[config.mk]
export PLATFORM = sky130hd
export DESIGN_NAME = pacman_mover
export DESIGN_NICKNAME = d
export VERILOG_FILES = /design/src/rtl/pacman_mover.sv
export SDC_FILE = /design/constraint.sdc
export NUM_CORES = 1
export LEC_CHECK = 0
export ABC_AREA = 1
export CAP_MARGIN = 30
export CORE_MARGIN = 1.5
export CORE_UTILIZATION = 49
export DETAILED_ROUTE_END_ITERATION = 6
export HOLD_SLACK_MARGIN = 0.15
export PLACE_DENSITY = 0.74
export SLEW_MARGIN = 30
export SYNTH_ARGS = -nofsm -noshare
export SYNTH_HDL_FRONTEND = slang
export SYNTH_SLANG_ARGS = --single-unit
export TNS_END_PERCENT = 30
[constraint.sdc]
create_clock -name Clk -period 3 [get_ports Clk]
set_input_delay 0.6 -clock Clk [delete_from_list [all_inputs] [get_ports Clk]]
set_output_delay 0.6 -clock Clk [all_outputs]
set_load 0.01 [all_outputs]
[src/rtl/pacman_mover.sv]
// Pac-Man position/direction sequencer: synchronises the frame pulse, prescales it into
// movement steps, buffers the requested turn and resolves each step against the maze.
module pacman_mover #(
    parameter int START_X     = 222,
    parameter int START_Y     = 336,
    parameter int STEP_DIV    = 1,
    parameter int TUNNEL_Y    = 228,
    parameter int TUNNEL_X_LO = 66,
    parameter int TUNNEL_X_HI = 390
) (
    input  logic       Clk,
    input  logic       Reset,
    input  logic       frame_clk,
    input  logic [7:0] keycode,
    input  logic [3:0] availible_dir,
    input  logic       freeze,
    output logic [9:0] pacmanPosX,
    output logic [9:0] pacmanPosY,
    output logic [1:0] pac_dir,
    output logic       moving,
    output logic [1:0] anim_frame
);
    typedef enum logic [1:0] {
        DIR_LEFT  = 2'd0,
        DIR_UP    = 2'd1,
        DIR_RIGHT = 2'd2,
        DIR_DOWN  = 2'd3
    } dir_e;

    localparam logic [9:0] START_X_V = 10'(START_X);
    localparam logic [9:0] START_Y_V = 10'(START_Y);
    localparam logic [9:0] TUN_Y_V   = 10'(TUNNEL_Y);
    localparam logic [9:0] TUN_LO_V  = 10'(TUNNEL_X_LO);
    localparam logic [9:0] TUN_HI_V  = 10'(TUNNEL_X_HI);
    localparam logic [3:0] DIV_LAST  = 4'(STEP_DIV - 1);

    logic       sync1_q, sync1_d, sync2_q, sync2_d, prev_q, prev_d, tick_q, tick_d;
    logic [3:0] presc_q, presc_d;
    dir_e       desired_q, desired_d, dir_q, dir_d, move_dir;
    logic [9:0] pos_x_q, pos_x_d, pos_y_q, pos_y_d;
    logic       moving_q, moving_d;
    logic [1:0] anim_q, anim_d;
    logic       step, do_move, at_tunnel_l, at_tunnel_r;

    assign at_tunnel_l = (pos_y_q == TUN_Y_V) && (dir_q == DIR_LEFT)  && (pos_x_q == TUN_LO_V);
    assign at_tunnel_r = (pos_y_q == TUN_Y_V) && (dir_q == DIR_RIGHT) && (pos_x_q == TUN_HI_V);

    // NOTE: every signal written here gets a default first, so no path can infer a latch.
    always_comb begin
        sync1_d   = frame_clk;
        sync2_d   = sync1_q;
        prev_d    = sync2_q;
        tick_d    = sync2_q & ~prev_q;

        desired_d = desired_q;
        case (keycode)
            8'h04:   desired_d = DIR_LEFT;
            8'h1A:   desired_d = DIR_UP;
            8'h07:   desired_d = DIR_RIGHT;
            8'h16:   desired_d = DIR_DOWN;
            default: desired_d = desired_q;
        endcase

        presc_d = presc_q;
        step    = 1'b0;
        if (tick_q && !freeze) begin
            if (presc_q == DIV_LAST) begin
                presc_d = 4'd0;
                step    = 1'b1;
            end else begin
                presc_d = presc_q + 4'd1;
            end
        end

        pos_x_d  = pos_x_q;
        pos_y_d  = pos_y_q;
        dir_d    = dir_q;
        moving_d = moving_q;
        anim_d   = anim_q;
        move_dir = dir_q;
        do_move  = 1'b0;

        if (step) begin
            if (at_tunnel_l || at_tunnel_r) begin
                pos_x_d  = at_tunnel_l ? TUN_HI_V : TUN_LO_V;
                moving_d = 1'b1;
                anim_d   = anim_q + 2'd1;
            end else if (availible_dir[desired_q]) begin
                dir_d    = desired_q;
                move_dir = desired_q;
                do_move  = 1'b1;
            end else if (availible_dir[dir_q]) begin
                do_move  = 1'b1;
            end else begin
                moving_d = 1'b0;
            end
        end

        if (do_move) begin
            moving_d = 1'b1;
            anim_d   = anim_q + 2'd1;
            case (move_dir)
                DIR_LEFT:  pos_x_d = pos_x_q - 10'd1;
                DIR_UP:    pos_y_d = pos_y_q - 10'd1;
                DIR_RIGHT: pos_x_d = pos_x_q + 10'd1;
                default:   pos_y_d = pos_y_q + 10'd1;
            endcase
        end
    end

    // NOTE: state registers use non-blocking assignments so every flop samples pre-edge values.
    always_ff @(posedge Clk or posedge Reset) begin
        if (Reset) begin
            sync1_q   <= 1'b0;
            sync2_q   <= 1'b0;
            prev_q    <= 1'b0;
            tick_q    <= 1'b0;
            presc_q   <= 4'd0;
            desired_q <= DIR_LEFT;
            dir_q     <= DIR_LEFT;
            pos_x_q   <= START_X_V;
            pos_y_q   <= START_Y_V;
            moving_q  <= 1'b0;
            anim_q    <= 2'd0;
        end else begin
            sync1_q   <= sync1_d;
            sync2_q   <= sync2_d;
            prev_q    <= prev_d;
            tick_q    <= tick_d;
            presc_q   <= presc_d;
            desired_q <= desired_d;
            dir_q     <= dir_d;
            pos_x_q   <= pos_x_d;
            pos_y_q   <= pos_y_d;
            moving_q  <= moving_d;
            anim_q    <= anim_d;
        end
    end

    assign pacmanPosX = pos_x_q;
    assign pacmanPosY = pos_y_q;
    assign pac_dir    = dir_q;
    assign moving     = moving_q;
    assign anim_frame = anim_q;
endmodule

# After elaboration in Yosys (flattened, before gate mapping)
# Cells that the tools add are included.
[word_totals]
regBits = 35
inputBits = 16
output_inout_bits = 25
elab_cells = 80
[classes]
addsub = 6
order_cmp = 2
eq_ne = 12
mux = 29
n_bitwise = 3
reduce_logical = 17
[ops]
columns = ["cell", "n"]
rows = [
  ["one-hot mux 10 bit (2 select lines)", 2],
  ["2-to-1 mux 10 bit", 3],
  ["adder 10 x 1 -> 10 bit, second input constant", 2],
  ["subtractor 10 x 1 -> 10 bit, second input constant", 2],
  ["== test 8 x 3 -> 1 bit, second input constant", 2],
  ["== test 8 x 5 -> 1 bit, second input constant", 2],
  ["2-to-1 mux 1 bit", 13],
  ["2-to-1 mux 2 bit", 6],
  ["== test 10 x 7 -> 1 bit, second input constant", 1],
  ["== test 10 x 8 -> 1 bit, second input constant", 1],
  ["== test 10 x 9 -> 1 bit, second input constant", 1],
  ["2-to-1 mux 9 bit", 1],
  ["one-hot mux 2 bit (4 select lines)", 1],
  ["less-than comparator 2 x 3 -> 1 bit, second input constant", 2],
  ["!= test 3 bit, second input constant", 2],
  ["logical AND 1 bit", 5],
  ["adder 4 x 1 -> 4 bit, second input constant", 1],
  ["binary-select mux 1 bit (select 2 bit)", 2],
  ["== test 2 bit, second input constant", 2],
  ["logical NOT 2 bit", 2],
  ["logical NOT 4 bit", 1],
  ["2-to-1 mux 4 bit", 1],
  ["AND reduction 2 bit", 2],
  ["nonzero test 2 bit", 2],
  ["other kinds (9)", 10],
]

# Depth between registers and ports, before layout
[depth]
ltp_word = 10
ltp_mapped = 22
depth_no_buf = 22

# Worst setup path after synthesis
# No wires, ideal clock.
[synth_timing]
kind = "input to register"
from = "in freeze"
to = "reg pos_y_q[8] (netlist: pacmanPosY[8])"
setup_time_ps = 80
arrival_ps = 2700
required_ps = 2920
setup_slack_ps = 220
stages = 14
path_buffers = 0
cell_sequence = "nor2_4 -> inv_1 -> nor2_2 -> nand3_2 -> nand2_1 -> nand2_2 -> nor2_4 -> inv_2 -> fa_1 -> o21ai_0 -> nand4_1 -> o211ai_1 -> xnor2_1 -> o21ai_2"
[synth_via]
elab_chain_len = 8
word_cells_on_any_way = 12
classes_between = "eq/ne: 2; mux: 4; bitwise: 1; reduce/logical: 5"
[synth_lines]
columns = ["element", "line_no", "text"]
rows = [
  ["start, declared", "16", "input logic freeze,"],
  ["logical NOT 1 bit (*)", "66", "if (tick_q && !freeze) begin"],
  ["logical AND 1 bit (*)", "66", ""],
  ["2-to-1 mux 1 bit (*)", "66", ""],
  ["2-to-1 mux 2 bit", "83", "if (step) begin"],
  ["== test 2 bit or logical NOT 2 bit (tied branches)", "102", "case (move_dir)"],
  ["OR reduction 2 bit (no source line)", "--", ""],
  ["inverter 1 bit (no source line)", "--", ""],
  ["AND reduction 2 bit (no source line)", "--", ""],
  ["end signal, assigned", "134", "pos_y_q <= pos_y_d;"],
  ["end, declared", "40", "logic [9:0] pos_x_q, pos_x_d, pos_y_q, pos_y_d;"],
]
# Mark *: on every way between the ends. The rest lies on a longest branch, timed or not.
# A chain may end at the register's enable or synchronous reset.

# Worst setup path after layout
[layout_timing]
from = "reg dir_q[1] (netlist: pac_dir[1])"
to = "reg pos_x_q[6] (netlist: pacmanPosX[6])"
[layout_via]
elab_chain_len = 9
word_cells_on_any_way = 23
classes_between = "eq/ne: 2; mux: 14; reduce/logical: 7"
[layout_lines]
columns = ["element", "line_no", "text"]
rows = [
  ["start, declared", "39", "dir_e desired_q, desired_d, dir_q, dir_d, move_dir;"],
  ["start signal, assigned", "132", "dir_q <= dir_d;"],
  ["== test 2 bit or logical NOT 2 bit (tied branches)", "46, 45", ""],
  ["logical AND 1 bit (on tied branches) (2 in a row)", "46, 45", ""],
  ["logical OR 1 bit", "84", "if (at_tunnel_l || at_tunnel_r) begin"],
  ["2-to-1 mux 2 bit", "--", ""],
  ["2-to-1 mux 2 bit", "83", ""],
  ["== test 2 bit or logical NOT 2 bit (tied branches)", "102", ""],
  ["one-hot mux 10 bit (2 select lines)", "102", ""],
  ["2-to-1 mux 10 bit (*)", "99", "if (do_move) begin"],
  ["named net pos_x_d[6]", "40", ""],
  ["end signal, assigned", "133", "pos_x_q <= pos_x_d;"],
  ["end, declared", "40", ""],
]
# The timed path passes the listed nets; every way through them passes the cells marked *. The select of a mux whose other input is x is not followed.

==> results.yml <==
clock_network:
  cts.sinks: 35
  cts_hold_buf: 0
  htreeDepth: 2
  cts_tree: "done"
  clk_path_buf_depth: 2
  clk_latency_ps: 290
  root_buffer: "clkbuf_8"
  clk_pin_slew_ps: 80
  cts_made_buffers: 5
routing:
  ant_nets: 0
  first_pass_iters: 4
  vias_per_cell: 5.20
  drt_first_iter_violations: 126
  via_count: 2635
  post_drt_wl_per_cell_um: 14.6
  wl_um: 7430
  route.detailed.drc: 0
logic_synthesis:
  synth_edf_count: 0
  synth.avg_cell_area_um2: 7.61
  ys_seq_area_share_pct: 35.1
  syn_inst: 332
  synth_cell_type_count: 35
  yosys_warnings: 0
  ys.flop_type: "dfrtp_1"
  syn_nets: 368
  async_reset_ff_share_pct: 100
  ys_ff_latch: 35
  syn_area_um2: 2530
global_route:
  antenna_found_initial: 0
  met1_usage_pct: 29.4
  use_met2_pct: 46.4
  grt_util_met3_pct: 3.75
  grt_max_degree: 36
  grt_pass1_vias: 2398
  grt_pass1_wl_um: 10500
  grt_usage_pct: 24.6
  grt-ovfl-total: 0
  grt.busiest_layer: "met2"
hold_path:
  min_path_cells: 0
  hold_start: "sync1_q$_DFF_PP0_"
  holdPathEnd: "prev_d$_DFF_PP0_"
  holdCritPathClass: "register to register"
critical_path:
  worstReg2RegEnd: "pacmanPosX[6]$_DFF_PP1_"
  worstSetupEndpointType: "register"
  path_max_fanout: 6
  rrSetupSlack_ps: -30
  startpoint_type: "register"
  cp.required_ps: 3240
  setup.worst_path.class: "register to register"
  r2r_cells: 22
  worstReg2RegStart: "pac_dir[1]$_DFF_PP0_"
  cp_data_arrival_time_ps: 3280
outcome:
  violations: "setup timing"
  status: "complete, but fails checks"
sta:
  clock_skew_ps: 10.1
  fin_crit_sh_pct: 101
  setup_ws_ps: -30.6
  slew_headroom_pct: 69.6
  final-setup-viol-count: 4
  max_freq_mhz: 330
  finalHoldViolCount: 0
  worst_pin_slew_ps: 456
  period_minus_slack_ps: 3030
  rsz0062_at_grt: "true"
  slew_viol_final: 0
die:
  die_x_um: 74.8
  pin_count: 41
  core_area_um2: 4850
  die_y_um: 74.8
  fp-row-count: 25
  start_util_pct: 52.1
  die_area_um2: 5600
placed_design:
  pre_cts_slack_ps: -439
  portBuffers: 40
  placedCellCount: 484
  gp_congestion: 0.902
  dp_hpwl_um: 4620
final_layout:
  fin_nets: 475
  drive_above_1_share_pct: 37.0
  fillers: 297
  diodes: 0
  layout.cells.non_filler: 507
  areaGrowthSynthToFinish_pct: 56.4
flow_run:
  cap_violations: 0
power:
  vdd_drop_max_mv: 0.829
  power_leakage_nw: 1.97
  pwr_density_cell_nw_per_um2: 1040
-- cell usage in the layout (no fill, tap or decap), drive strengths merged, types with 2 or more instances in the layout --
master / instances
nor4: 3
dfstp: 9
nor2: 29
nand4: 7
fa: 2
a21oi: 18
o21bai: 2
nand3: 19
nor3: 3
nand3b: 2
clkbuf: 6
clkdlybuf4s50: 35
xnor2: 4
ha: 18
buf: 61
xor2: 14
dlymetal6s2s: 5
o21ai: 25
nand2: 79
dfrtp: 26
inv: 63
a21o: 2
-- where the power goes --
part	internal, mW	total [mW]	switching, mW
sequential	0.636	0.777	0.141
combinational	1.42	2.87	1.46
clock	0.269	0.447	0.178
total	2.32	4.10	1.78
-- area by class of cell --
| cell class | instances | area, um2 | share of cell area, % |
|---|---|---|---|
| timing repair buffer | 101 | 895 | 22.6 |
| clock buffer | 6 | 82.6 | 2.09 |
| sequential | 35 | 887 | 22.5 |
| multi-input combinational | 233 | 1730 | 43.7 |
| tap | 67 | 83.8 | 2.12 |
| clock inverter | 2 | 35.0 | 0.887 |
| inverter | 63 | 241 | 6.11 |
-- synthesized netlist by cell type (3+ instances only) --
master | instances | area [um2]
nand2_1 | 74 | 278
inv_1 | 47 | 176
dfrtp_1 | 26 | 651
nor2_1 | 22 | 82.6
a21oi_1 | 18 | 90.1
ha_1 | 18 | 225
nand3_1 | 18 | 90.1
inv_2 | 15 | 56.3
xor2_1 | 14 | 123
o21ai_0 | 11 | 55.1
dfstp_2 | 9 | 236
o21ai_1 | 9 | 45.0
nand4_1 | 6 | 37.5
nand2_2 | 5 | 31.3
o21ai_2 | 5 | 43.8
nor2_4 | 4 | 45.0
xnor2_1 | 4 | 35.0
nor3_1 | 3 | 15.0
nor4_1 | 3 | 18.8
-- logic make-up after synthesis --
family	synth area share (%)
compound gates	12.4
xor+xnor	6.24
buf+inv	10.1
flops	35.1
fa+ha+maj	10.5
simple gates	25.7
-- how the worst max path moves through the flow --
stage / start / to / slack (ps) / depth (start not counted)
2_1_floorplan: freeze / pacmanPosY[8]$_DFFE_PP1P_ / 220 / 14
3_3_place_gp: freeze / pacmanPosY[6]$_DFFE_PP1P_ / -370 / 17
3_5_place_dp: availible_dir[2] / pacmanPosX[9]$_DFF_PP0_ / -440 / 21
4_1_cts: availible_dir[0] / pacmanPosY[9]$_DFFE_PP0P_ / -30 / 19
5_1_grt: pac_dir[1]$_DFF_PP0_ / pacmanPosX[6]$_DFF_PP1_ / -180 / 22
6_report: pac_dir[1]$_DFF_PP0_ / pacmanPosX[6]$_DFF_PP1_ / -30 / 22
-- through the flow --
step	cell area [um2]	hold slack, ps	total power, mW	util (%)	TNS (ps)
after detailed placement	3340	335	2.87	69.0	-4570
after CTS	3630	351	3.55	74.9	-25.5
after global placement	3340	337	2.80	69.0	-3580
after floorplan	2530	331	1.94	-	0
after global routing	3950	358	4.36	81.5	-1220
final	3950	351	4.10	81.5	-59.4
-- layer usage --
| metal | vias to the layer above | part of all wire [%] |
|---|---|---|
| met5 | - | 0 |
| met4 | 0 | 1.2 |
| met3 | 12 | 3.7 |
| met2 | 64 | 53 |
| met1 | 1279 | 42 |
| li1 | 1280 | - |
-- worst max-delay path, stage by stage (launching register included) --
cell and delay, ps:
dfrtp_1 460, inv_2 120, nand2_1 60, nor2_1 100, nand2_1 80, nor2_2 160
nand2_4 90, nand3_2 100, nand2_1 70, nand2_2 90, inv_6 70, nand2_8 90
buf_6 130, inv_1 50, fa_2 370, nor2_4 120, o21ai_0 80, nand2_1 120
a21oi_1 80, o21ai_1 160, xor2_1 230, o21ai_1 90, inv_1 60
-- registers in the layout, summed over array words and instances (netlist names) --
name        flops
pacmanPosX     10
tick_q          1
pac_dir         2
sync1_q         1
prev_d          1
prev_q          1
pacmanPosY     10
presc_q         4
moving          1
anim_frame      2
desired_q       2
-- what timing repair did --
| item | CTS | global route |
|---|---|---|
| setup buffers | 4 | 11 |
| endpoints found under the setup margin | 10 | 13 |
| gates cloned | 1 | 0 |
| pin swaps | 12 | 35 |
| resized for setup | 20 | 60 |
No activity file was read; power rests on OpenSTA's default activity.
